<file path="src/rtl/kaipokrandt_ir_pkg.sv">
// Shared constants, opcode encoding and helpers for the instruction queue.
// Optional same-cycle bypass is enabled by KAIPOKRANDT_IR_QUEUE_BYPASS_EN (see top).
package kaipokrandt_ir_pkg;

  localparam int IR_W_DEF  = 16;
  localparam int OPC_W_DEF = 4;
  localparam int P_W_DEF   = 6;

  // Default field layout must tile the instruction word exactly.
  localparam bit WIDTHS_OK = ((OPC_W_DEF + 2 * P_W_DEF) == IR_W_DEF);

  typedef enum logic [3:0] {
    OP_NOP   = 4'h0,
    OP_LOAD  = 4'h1,
    OP_STORE = 4'h2,
    OP_ADD   = 4'h3,
    OP_SUB   = 4'h4,
    OP_AND   = 4'h5,
    OP_OR    = 4'h6,
    OP_XOR   = 4'h7,
    OP_SHL   = 4'h8,
    OP_SHR   = 4'h9,
    OP_CMP   = 4'hA,
    OP_JMP   = 4'hB,
    OP_JZ    = 4'hC,
    OP_CALL  = 4'hD,
    OP_RET   = 4'hE,
    OP_HALT  = 4'hF
  } opcode_e;

  function automatic bit is_pow2(input int v);
    return (v > 0) && ((v & (v - 1)) == 0);
  endfunction

endpackage

</file>
<file path="src/rtl/kaipokrandt_ir_fields.sv">
// Combinational split of an instruction word into opcode | param1 | param2.
// All outputs are forced to zero when the word is not valid.
module kaipokrandt_ir_fields
  import kaipokrandt_ir_pkg::*;
#(
  parameter int IR_W  = IR_W_DEF,
  parameter int OPC_W = OPC_W_DEF,
  parameter int P_W   = P_W_DEF
) (
  input  logic             valid,
  input  logic [IR_W-1:0]  word,
  output logic [IR_W-1:0]  ir_out,
  output logic [OPC_W-1:0] opcode,
  output logic [P_W-1:0]   param1,
  output logic [P_W-1:0]   param2
);

  assign ir_out = valid ? word : '0;
  assign opcode = ir_out[IR_W-1 -: OPC_W];
  assign param1 = ir_out[2*P_W-1 -: P_W];
  assign param2 = ir_out[P_W-1:0];

endmodule

</file>
<file path="src/rtl/kaipokrandt_ir_queue.sv">
// DEPTH-entry instruction FIFO with valid/ready on both sides and single-cycle flush.
// Define KAIPOKRANDT_IR_QUEUE_BYPASS_EN to let an empty queue forward bus_in in the same cycle.
module kaipokrandt_ir_queue
  import kaipokrandt_ir_pkg::*;
#(
  parameter int IR_W  = IR_W_DEF,
  parameter int OPC_W = OPC_W_DEF,
  parameter int P_W   = P_W_DEF,
  parameter int DEPTH = 4
) (
  input  logic                       clk,
  input  logic                       reset,
  input  logic                       flush,
  input  logic                       in_valid,
  output logic                       in_ready,
  input  logic [IR_W-1:0]            bus_in,
  output logic                       out_valid,
  input  logic                       out_ready,
  output logic [IR_W-1:0]            ir_out,
  output logic [OPC_W-1:0]           opcode,
  output logic [P_W-1:0]             param1,
  output logic [P_W-1:0]             param2,
  output logic [$clog2(DEPTH+1)-1:0] count
);

  localparam int PTR_W = $clog2(DEPTH);
  localparam int CNT_W = $clog2(DEPTH + 1);

  if ((OPC_W + 2 * P_W) != IR_W || !is_pow2(DEPTH) || DEPTH < 2 || DEPTH > 16 || !WIDTHS_OK)
  begin : g_param_err
    $error("kaipokrandt_ir_queue: need OPC_W+2*P_W==IR_W and DEPTH a power of two in 2..16");
  end

  logic [IR_W-1:0]  mem [DEPTH];
  logic [PTR_W-1:0] wr_ptr_reg, wr_ptr_next;
  logic [PTR_W-1:0] rd_ptr_reg, rd_ptr_next;
  logic [CNT_W-1:0] count_reg, count_next;

  logic             empty;
  logic             push;
  logic             write_en;
  logic             pop;
  logic             bypass_take;
  logic             head_valid;
  logic [IR_W-1:0]  head_word;

  assign empty    = (count_reg == '0);
  assign in_ready = (count_reg != CNT_W'(DEPTH));
  assign push     = in_valid && in_ready && !flush;
  assign pop      = !empty && out_ready && !flush;

`ifdef KAIPOKRANDT_IR_QUEUE_BYPASS_EN
  logic bypass_hit;
  // An empty queue presents bus_in directly; if consumed, it never touches storage.
  assign bypass_hit  = empty && in_valid && !flush;
  assign bypass_take = bypass_hit && out_ready;
  assign head_valid  = !empty || bypass_hit;
  assign head_word   = empty ? bus_in : mem[rd_ptr_reg];
`else
  assign bypass_take = 1'b0;
  assign head_valid  = !empty;
  assign head_word   = mem[rd_ptr_reg];
`endif

  assign write_en  = push && !bypass_take;
  assign out_valid = head_valid;
  assign count     = count_reg;

  always_comb begin
    wr_ptr_next = wr_ptr_reg;
    rd_ptr_next = rd_ptr_reg;
    count_next  = count_reg;
    if (flush) begin
      wr_ptr_next = '0;
      rd_ptr_next = '0;
      count_next  = '0;
    end else begin
      if (write_en) wr_ptr_next = wr_ptr_reg + PTR_W'(1);
      if (pop)      rd_ptr_next = rd_ptr_reg + PTR_W'(1);
      case ({write_en, pop})
        2'b10:   count_next = count_reg + CNT_W'(1);
        2'b01:   count_next = count_reg - CNT_W'(1);
        default: count_next = count_reg;
      endcase
    end
  end

  always_ff @(posedge clk) begin
    if (reset) begin
      wr_ptr_reg <= '0;
      rd_ptr_reg <= '0;
      count_reg  <= '0;
    end else begin
      wr_ptr_reg <= wr_ptr_next;
      rd_ptr_reg <= rd_ptr_next;
      count_reg  <= count_next;
    end
  end

  // Storage is deliberately not reset; validity is tracked by count alone.
  always_ff @(posedge clk) begin
    if (write_en && !reset) mem[wr_ptr_reg] <= bus_in;
  end

  kaipokrandt_ir_fields #(
    .IR_W  (IR_W),
    .OPC_W (OPC_W),
    .P_W   (P_W)
  ) u_fields (
    .valid  (head_valid),
    .word   (head_word),
    .ir_out (ir_out),
    .opcode (opcode),
    .param1 (param1),
    .param2 (param2)
  );

endmodule

</file>
<file path="config.mk">
export PLATFORM = sky130hd
export DESIGN_NAME = kaipokrandt_ir_queue
export DESIGN_NICKNAME = d
export VERILOG_FILES = /design/src/rtl/kaipokrandt_ir_pkg.sv /design/src/rtl/kaipokrandt_ir_fields.sv /design/src/rtl/kaipokrandt_ir_queue.sv
export SDC_FILE = /design/constraint.sdc
export NUM_CORES = 1
export LEC_CHECK = 0
export CAP_MARGIN = 10
export CORE_MARGIN = 2
export CORE_UTILIZATION = 51
export CTS_BUF_LIST = sky130_fd_sc_hd__clkbuf_16
export DETAILED_ROUTE_END_ITERATION = 10
export PLACE_DENSITY = 0.76
export SYNTH_ARGS = -nofsm -noshare
export SYNTH_HDL_FRONTEND = slang
export SYNTH_SLANG_ARGS = --single-unit
</file>
<file path="constraint.sdc">
create_clock -name clk -period 3.1 [get_ports clk]
set_clock_uncertainty 0.05 [all_clocks]
set_input_delay 0.31 -clock clk [delete_from_list [all_inputs] [get_ports clk]]
set_output_delay 0.31 -clock clk [all_outputs]
set_load 0.02 [all_outputs]
</file>
==> metrics, run 1 <==
clk_lat worst skew=310 ps; Max clock buf depth=2; drt pass-1 iters=6; initial antenna violation count=0; Reg clk slew, reported paths=50 ps; post-DP HPWL=between 3000 and 4000 µm; kind of critical path=reg -> out; via count=1588; flip-flop count of the largest register after layout=64; Synth Cell Area=between 3000 and 4000 µm²; Post-Layout Cell Count=305; Max Slew Vio Count=0; DRT Wirelength=~5100 µm; Post-synth EDFFs=64; nets@finish=252; vias in the first global route=between 1500 and 2000; Syn Inst Count=172; fin crit share=between 80% and 90%; Netlist cell types=26; I/O pin count=58; f_max=~0.39 GHz; cts bufs inserted=9; synthesized flop and latch total=73; fraction of layout cells with a size suffix above 1=19.6%; HP Class=reg -> reg; RePlAce Congestion=between 0.7 and 0.8; first-iteration detailed-routing DRC count=around 110; relative slew slack=roughly three quarters; crit end category=primary output; row count=28; drt drc=0; placed cells=289; Post-CTS Setup Repair Bufs=0; post-DR vias/cell=5.21; htree depth=3; clock sinks=73; Max FO, Critical Path=16; dominant synthesized flop cell=edfxtp_1; Leak=between 0.001 and 0.0015 µW; ys async rst share=0%; Core ar.=between 5000 and 6000 µm²; wire per inst=around 17 µm; Tot GR Track Use=between 10% and 20%; syn_nets=around 200; Starting Density=52.2%; Max VDD drop=0.349 mV; Final Power=between 2000 and 2500 µW; Slew @ Worst Pin=approximately 350 ps; post-cts gate resize count=0; hold_ws=around 450 ps; chip width=slightly above 80 µm; total of max-cap violations=0; clock root cell=clkbuf_16; CP Launch Type=flip-flop; area of the die=around 6600 µm²; Die Ht=81.4 µm; port bufs=57; final setup violation count=0; PD cells=about 570 nW/µm²; worst endpoint data arrival time=roughly 2200 ps; Area Overhead vs Synth=28.7%; Final Hold Violating Endpoints=0; Syn Area/Cell=17.8 µm²; fin util=about two thirds; sequential-to-total area share from yosys stat=between 60 and 70%; CTS tree=done; global-route wire length before repair=just over 8000 µm; global route total overflow=0; largest net degree at the start of global routing=20; ant diodes=0; hold_buf cts=0; Routed Antenna Nets=0; final worst path period need=around 2600 ps; outcome=complete, no violations; YS warnings=0; unrepaired setup endpoints after global routing=no; Crit path required time=2740 ps; aggregate negative setup slack=0 ps
-- where the power goes --
part	leakage [µW]	switching (µW)	total, µW	internal (µW)
clock network	0.000150	353	1050	695
logic	0.000480	60.4	126	65.4
registers	0.000651	3.80	1080	1080
total	0.00128	417	2260	1840
-- path summary, 6_finish.rpt --
check	cells past startpoint	slack, ps	to	from
max	4	540	ir_out[7]	flip-flop
min	2	450	wr_ptr_reg[1]	wr_ptr_reg[1]
max reg2reg	8	720	count[2]	count[2]
min reg2reg	2	450	wr_ptr_reg[1]	wr_ptr_reg[1]
-- kinds of logic (layout without fill, tap and decap cells) --
logic type / Yosys count / after routing / share of synthesized area (%)
mux: 18 / 18 / 12.4
xor+xnor: 3 / 3 / 0.860
flops: 73 / 73 / 68.8
simple gates: 38 / 38 / 7.86
buf+inv: 28 / 86 / 6.30
compound gates: 6 / 6 / 1.06
fa+ha+maj: 6 / 6 / 2.70
-- per-stage QoR --
| step | setup slack, ps | instance area [µm²] |
|---|---|---|
| floorplan | 363 | 3060 |
| global placement | 764 | 3620 |
| detailed placement | 680 | 3620 |
| CTS | 490 | 3930 |
| global route | 421 | 3930 |
| finish | 539 | 3930 |
-- synthesized netlist by cell type (all sizes together) (2+ instances only) --
library cell	instances	area share (%)
o21ai	2	0.33
mux4	16	12
nor3b	4	0.98
nor2b	16	3.5
mux2i	2	0.65
or3	2	0.41
ha	5	2.0
edfxtp	64	63
inv	6	0.74
buf	21	5.4
dfxtp	9	5.9
xor2	3	0.86
nor2	7	0.86
a21oi	3	0.49
nand2	5	0.61
-- per-layer routing --
| metal | track usage [%] | routed length [µm] |
|---|---|---|
| met5 | 0 | 0 |
| met4 | 7.12 | 44 |
| met3 | 5.27 | 209 |
| met2 | 29.8 | 2760 |
| met1 | 20.3 | 2120 |
-- final cells by class --
cell class,count,area [µm²]
multi-input cells,71,782
clock inverters,7,85.1
inverters,6,22.5
fillers,403,1920
repair buffers,64,623
clock buffers,9,225
well taps,75,93.8
flip-flops and latches,73,2100
-- cell usage in the layout, fill, tap and decap left out, types with 2 or more instances in the layout --
master / netlist / routed
a21oi_1: 3 / 3
buf_4: 16 / 7
bufinv_16: 0 / 2
clkbuf_16: 0 / 9
clkdlybuf4s50_1: 0 / 57
clkinv_1: 0 / 2
clkinv_2: 0 / 2
dfxtp_1: 9 / 9
edfxtp_1: 64 / 64
ha_1: 5 / 5
inv_1: 6 / 6
mux2i_1: 2 / 2
mux4_2: 16 / 16
nand2_1: 5 / 5
nor2_1: 7 / 7
nor2b_1: 15 / 15
nor3b_2: 0 / 4
o21ai_0: 2 / 2
or3_1: 2 / 2
xor2_1: 3 / 3
-- worst max-delay path, cell delays in order (launching register included) --
cell             delay (ps)
dfxtp_1                 300
buf_4                   310
mux4_2                  560
nor2b_1                 160
clkdlybuf4s50_1         550
No activity file was read; power rests on OpenSTA's default activity.
==> inputs of run 2 (changes only) <==
clock period = 2.4 ns   (was 3.1 ns; I/O delays follow)
==> metrics, run 2 (same netlist as run 1, synthesis figures left out) <==
Area Overhead vs Synth=29.7%; outcome=complete, no violations; wire per inst=between 15 and 20 µm; CP Cell Sequence=or3b_4 > nand3b_4 > ha_1 > inv_1 > fa_1 > xor2_1 > or3_1 > a21oi_1; R2R Path Start=count[1]; PD cells=just under 700 nW/µm²; RePlAce Congestion=~0.73; fraction of layout cells with a size suffix above 1=about a fifth; Reg clk slew, reported paths=~50 ps; most frequent cells in the layout=edfxtp_1 (64), clkdlybuf4s50_1 (25), dlymetal6s2s_1 (25); Final Worst Setup Slack=about 180 ps; chip width=81.4 µm; ant diodes=0; min-delay src=wr_ptr_reg[0]; Routed Antenna Nets=0; vias in the first global route=1544; Max FO, Critical Path=6; clock sinks=73; relative slew slack=76.3%; delay-heaviest family, CP=simple AND/OR/NAND/NOR gates; initial antenna violation count=0; Max clock buf depth=2; area post-placement=roughly 3700 µm²; cts bufs inserted=9; HP Class=reg -> reg; Filler cells=392; worst endpoint data arrival time=around 2400 ps; hold path depth=2; commonest non-fill, non-tap cell in the layout=edfxtp_1; flip-flop count of the largest register after layout=64; crit end category=flip-flop; Slew @ Worst Pin=approximately 350 ps; aggregate negative setup slack=0 ps; Starting Density=52.2%; largest net degree at the start of global routing=20; global route total overflow=0; DRT Wirelength=around 5200 µm; design area=~4000 µm²; Final Hold Violating Endpoints=0; Max VDD drop=0.492 mV; Tot GR Track Use=~17%; port bufs=57; Place WS=about 110 ps; drt drc=0; Post-CTS Setup Repair Bufs=0; CP Launch Type=flip-flop; Core ar.=roughly 6000 µm²; global-route wire length before repair=roughly 7900 µm; Die Ht=between 80 and 90 µm; total of max-cap violations=0; CP startpoint=count[1]; buffers and inverters on the worst path=1; Crit path required time=around 2600 ps; first-iteration detailed-routing DRC count=about 170; Max Slew Vio Count=0; post-DR vias/cell=approximately 5.2; clock root cell=clkbuf_16; drt pass-1 iters=4; nets@finish=approximately 250; Reg-to-Reg End=count[2]; area of the die=between 6000 and 7000 µm²; Leak=about 0.0018 µW; flop2flop setup slack=around 180 ps; kind of critical path=reg -> reg; post-DP HPWL=about 3200 µm; Largest stage delay, worst path=~440 ps; Hold Path Sink=wr_ptr_reg[0]; row count=28; htree depth=3; CTS tree=done; clk_lat worst skew=around 310 ps; f_max=0.450 GHz; Reg2Reg Depth=8; slowest CP cell=or3b_4; hold_ws=around 450 ps; sequential cell area=~2100 µm²; fin crit share=92.5%; final worst path period need=~2200 ps; final setup violation count=0; unrepaired setup endpoints after global routing=no; multi-input logic area=just under 800 µm²; via count=1601; I/O pin count=between 50 and 60
## run 2: final cells by class
cell class | instances | area share [%]
clock buffers | 9 | 5.68
clock inverters | 7 | 0.758
inverters | 6 | 0.568
multi-input cells | 71 | 19.8
flip-flops and latches | 73 | 53.1
well taps | 75 | 2.37
repair buffers | 66 | 17.8
## run 2: worst reg2reg max path: stages (launching register included)
cell      delay, ps
dfxtp_1         360
or3b_4          440
nand3b_4         90
ha_1            180
inv_1            60
fa_1            370
xor2_1          150
or3_1           300
a21oi_1         150
## run 2: repair_timing
action	4_1_cts	5_1_grt
endpoints found under the setup margin	7	26
hold buffers	0	0
resized for setup	7	26
hold endpoints to repair	0	0
## run 2: worst max-delay path by stage
stage                endpoint  cells past startpoint
floorplan           mem[0][0]                      3
finish               count[2]                      8
global placement     count[2]                      9
global route         count[2]                      8
CTS                 param1[4]                      4
detailed placement   count[2]                      9
## run 2: layer usage
layer	part of all wire [%]	wire length (µm)	up-vias	GRT usage, %
met4	1.2	62	0	5.59
met3	6.2	320	5	5.05
met1	40	2080	806	21.3
li1	-	-	740	-
met2	52	2710	50	27.7
met5	0	0	-	0
## run 2: stage by stage
step           utilization [%]  power, µW  instances
6_report                  67.8       2680        307
5_1_grt                   67.8       2780        307
4_1_cts                   66.7       2710        307
3_5_place_dp              62.4       1590        291
3_3_place_gp              62.4       1590        291
2_1_floorplan                -       1510        172
## run 2: where the power goes
part,switching [µW],internal (µW)
logic,78.5,81.2
registers,5.09,1390
clock network,447,677
==> inputs of run 3 (changes only) <==
ABC_AREA = 1   (was unset)
CORE_UTILIZATION = 52   (was 51)
PLACE_DENSITY = 0.77   (was 0.76)
==> metrics, run 3 <==
outcome=complete, no violations; Final Hold Violating Endpoints=0; Post-synth EDFFs=64; global-route wire length before repair=approximately 10000 µm; most frequent cell after synthesis=nand2_1; slowest CP cell=dlygate4sd2_1; Reg2Reg Depth=13; hold_ws=454 ps; initial antenna violation count=0; Netlist cell types=26; flop2flop setup slack=360 ps; Slew @ Worst Pin=around 360 ps; Syn Inst Count=295; HP Class=reg -> reg; vias in the first global route=approximately 2100; Area Overhead vs Synth=27.6%; commonest non-fill, non-tap cell in the layout=nand2_1; DRT Wirelength=a little over 6000 µm; Filler cells=roughly 430; sequential cell area=around 2100 µm²; clock sinks=73; RePlAce Congestion=0.792; fraction of layout cells with a size suffix above 1=under 10%; synthesized flop and latch total=73; clk_lat worst skew=between 300 and 400 ps; Core ar.=between 5000 and 6000 µm²; Pint=between 2000 and 2500 µW; Reg clk slew, reported paths=roughly 50 ps; crit end category=primary output; switching power=between 500 and 600 µW; Post-CTS Setup Repair Bufs=0; Syn Area/Cell=roughly 11 µm²; Max Slew Vio Count=0; unrepaired setup endpoints after global routing=no; layer with the highest usage=met2; f_max=0.474 GHz; CP Launch Type=flip-flop; syn_nets=322; Reg-to-Reg End=count[2]; R2R Path Start=count[2]; chip width=between 80 and 90 µm; clock root cell=clkbuf_16; row count=28; post-cts gate resize count=8; Crit path required time=between 2000 and 2500 ps; total of max-cap violations=0; Hold Path Sink=wr_ptr_reg[1]; dominant synthesized flop cell=edfxtp_1; met2 usage=33.1%; Largest stage delay, worst path=360 ps; post-DP HPWL=approximately 3600 µm; area of the die=roughly 7000 µm²; Synth top area share=59.5%; Starting Density=54.2%; Combinational Power Share=around 6.5%; Net Sw Frac=between 10% and 20%; flip-flop count of the largest register after layout=64; fin crit share=around 88%; global route total overflow=0; CP Cell Sequence=buf_12 > inv_6 > nand2_1 > nand2_1 > nand2_1 > a21oi_1 > dlygate4sd2_1; min-delay src=wr_ptr_reg[1]; kind of critical path=reg -> out; Die Ht=~83 µm; met3 Track Usage GR=5.84%; Max FO, Critical Path=33; worst endpoint data arrival time=around 1800 ps; multi-input logic area=between 800 and 900 µm²; Routed Antenna Nets=0; PD cells=around 750 nW/µm²; grt met1 use=about a quarter; Leak=around 0.0020 µW; synth top area cells=edfxtp_1 (60%), nand2_1 (8.8%), dfxtp_1 (5.6%); htree depth=3; relative slew slack=75.9%; CTS tree=done; nets@finish=between 300 and 400; port bufs=57; via count=between 2000 and 2500; Max VDD drop=approximately 0.49 mV; clock network power share=about 48%; hold path depth=2; Synth Cell Area=3230 µm²; post-DR vias/cell=5.01; Crit path top cell by count=nand2_1; wire per inst=roughly 15 µm; Max clock buf depth=2; largest net degree at the start of global routing=34; final worst path period need=approximately 2100 ps; Final Power=~3100 µW; hold_buf cts=0; Tot GR Track Use=about a fifth; sequential-to-total area share from yosys stat=between 60% and 70%; ant diodes=0; cts bufs inserted=9; fin util=69.2%; post-synth top area cell=edfxtp_1; drt drc=0; ys async rst share=0%; Seq pwr share=45.5%; aggregate negative setup slack=0 ps; first-iteration detailed-routing DRC count=109; final setup violation count=0; I/O pin count=58; top post-synthesis cells by count=nand2_1 (76), edfxtp_1 (64), nor2_1 (39); most frequent cells in the layout=nand2_1 (76), edfxtp_1 (64), nor2_1 (39); YS warnings=0; drt pass-1 iters=4
-- run 3: changes by cell type after synthesis, moves of 4 or more --
cell and change:
nor3b_1 -4, inv_1 +11, nand2_1 +71, o21ai_0 +12, mux4_2 -16, a21oi_1 +18
nor2_1 +32, buf_6 +4, nor2_2 +5, nand3_1 +4, nor2b_1 -15
-- run 3: cell families after synthesis --
logic type	Yosys count	share of synthesized area, %
buf+inv	47	9.57
compound gates	38	5.89
fa+ha+maj	6	2.56
flops	73	65.1
simple gates	131	16.9
-- run 3: through the flow --
| step | instance area [µm²] | cells | setup WS [ps] |
|---|---|---|---|
| floorplan | 3230 | 295 | 389 |
| global placement | 3740 | 406 | 361 |
| detailed placement | 3740 | 406 | 322 |
| CTS | 4060 | 421 | 5.95 |
| global route | 4120 | 421 | 163 |
| finish | 4120 | 421 | 290 |
-- run 3: cell type report --
class	count	area share (%)
Sequential cell	73	51.0
Timing Repair Buffer	63	16.8
Clock inverter	6	2.61
Multi-Input combinational cell	175	19.8
Clock buffer	9	5.47
Inverter	20	2.00
Tap cell	75	2.28
-- run 3: worst max-delay path, delay by kind of cell, from the launching register on --
family                 cells  cell delay [ps]
buffers and inverters      3              730
DFF                        1              320
and+or+nand+nor            3              220
AOI/OAI and AO/OA          1              210
-- run 3: metal layers --
metal  share of wire (%)  routed length (µm)
met1                  43                2630
met3                 5.2                 319
met4                 2.2                 136
met5                   0                   0
met2                  50                3060
-- run 3: worst max-delay path by stage --
| stage | startpoint | end | slack (ps) |
|---|---|---|---|
| detailed placement | flush | count[2] | 320 |
| global placement | flip-flop | ir_out[6] | 360 |
| CTS | flip-flop | ir_out[14] | 6 |
| global route | flip-flop | ir_out[13] | 160 |
| finish | flip-flop | ir_out[5] | 290 |
| floorplan | count[2] | count[2] | 390 |
-- run 3: power groups by stage --
| stage | Combinational, µW | Clock, µW | Sequential [µW] |
|---|---|---|---|
| after floorplan | 114 | 0 | 1430 |
| after global placement | 205 | 0 | 1420 |
| after detailed placement | 209 | 0 | 1420 |
| after CTS | 206 | 1490 | 1400 |
| after global routing | 219 | 1560 | 1400 |
| final | 200 | 1480 | 1400 |
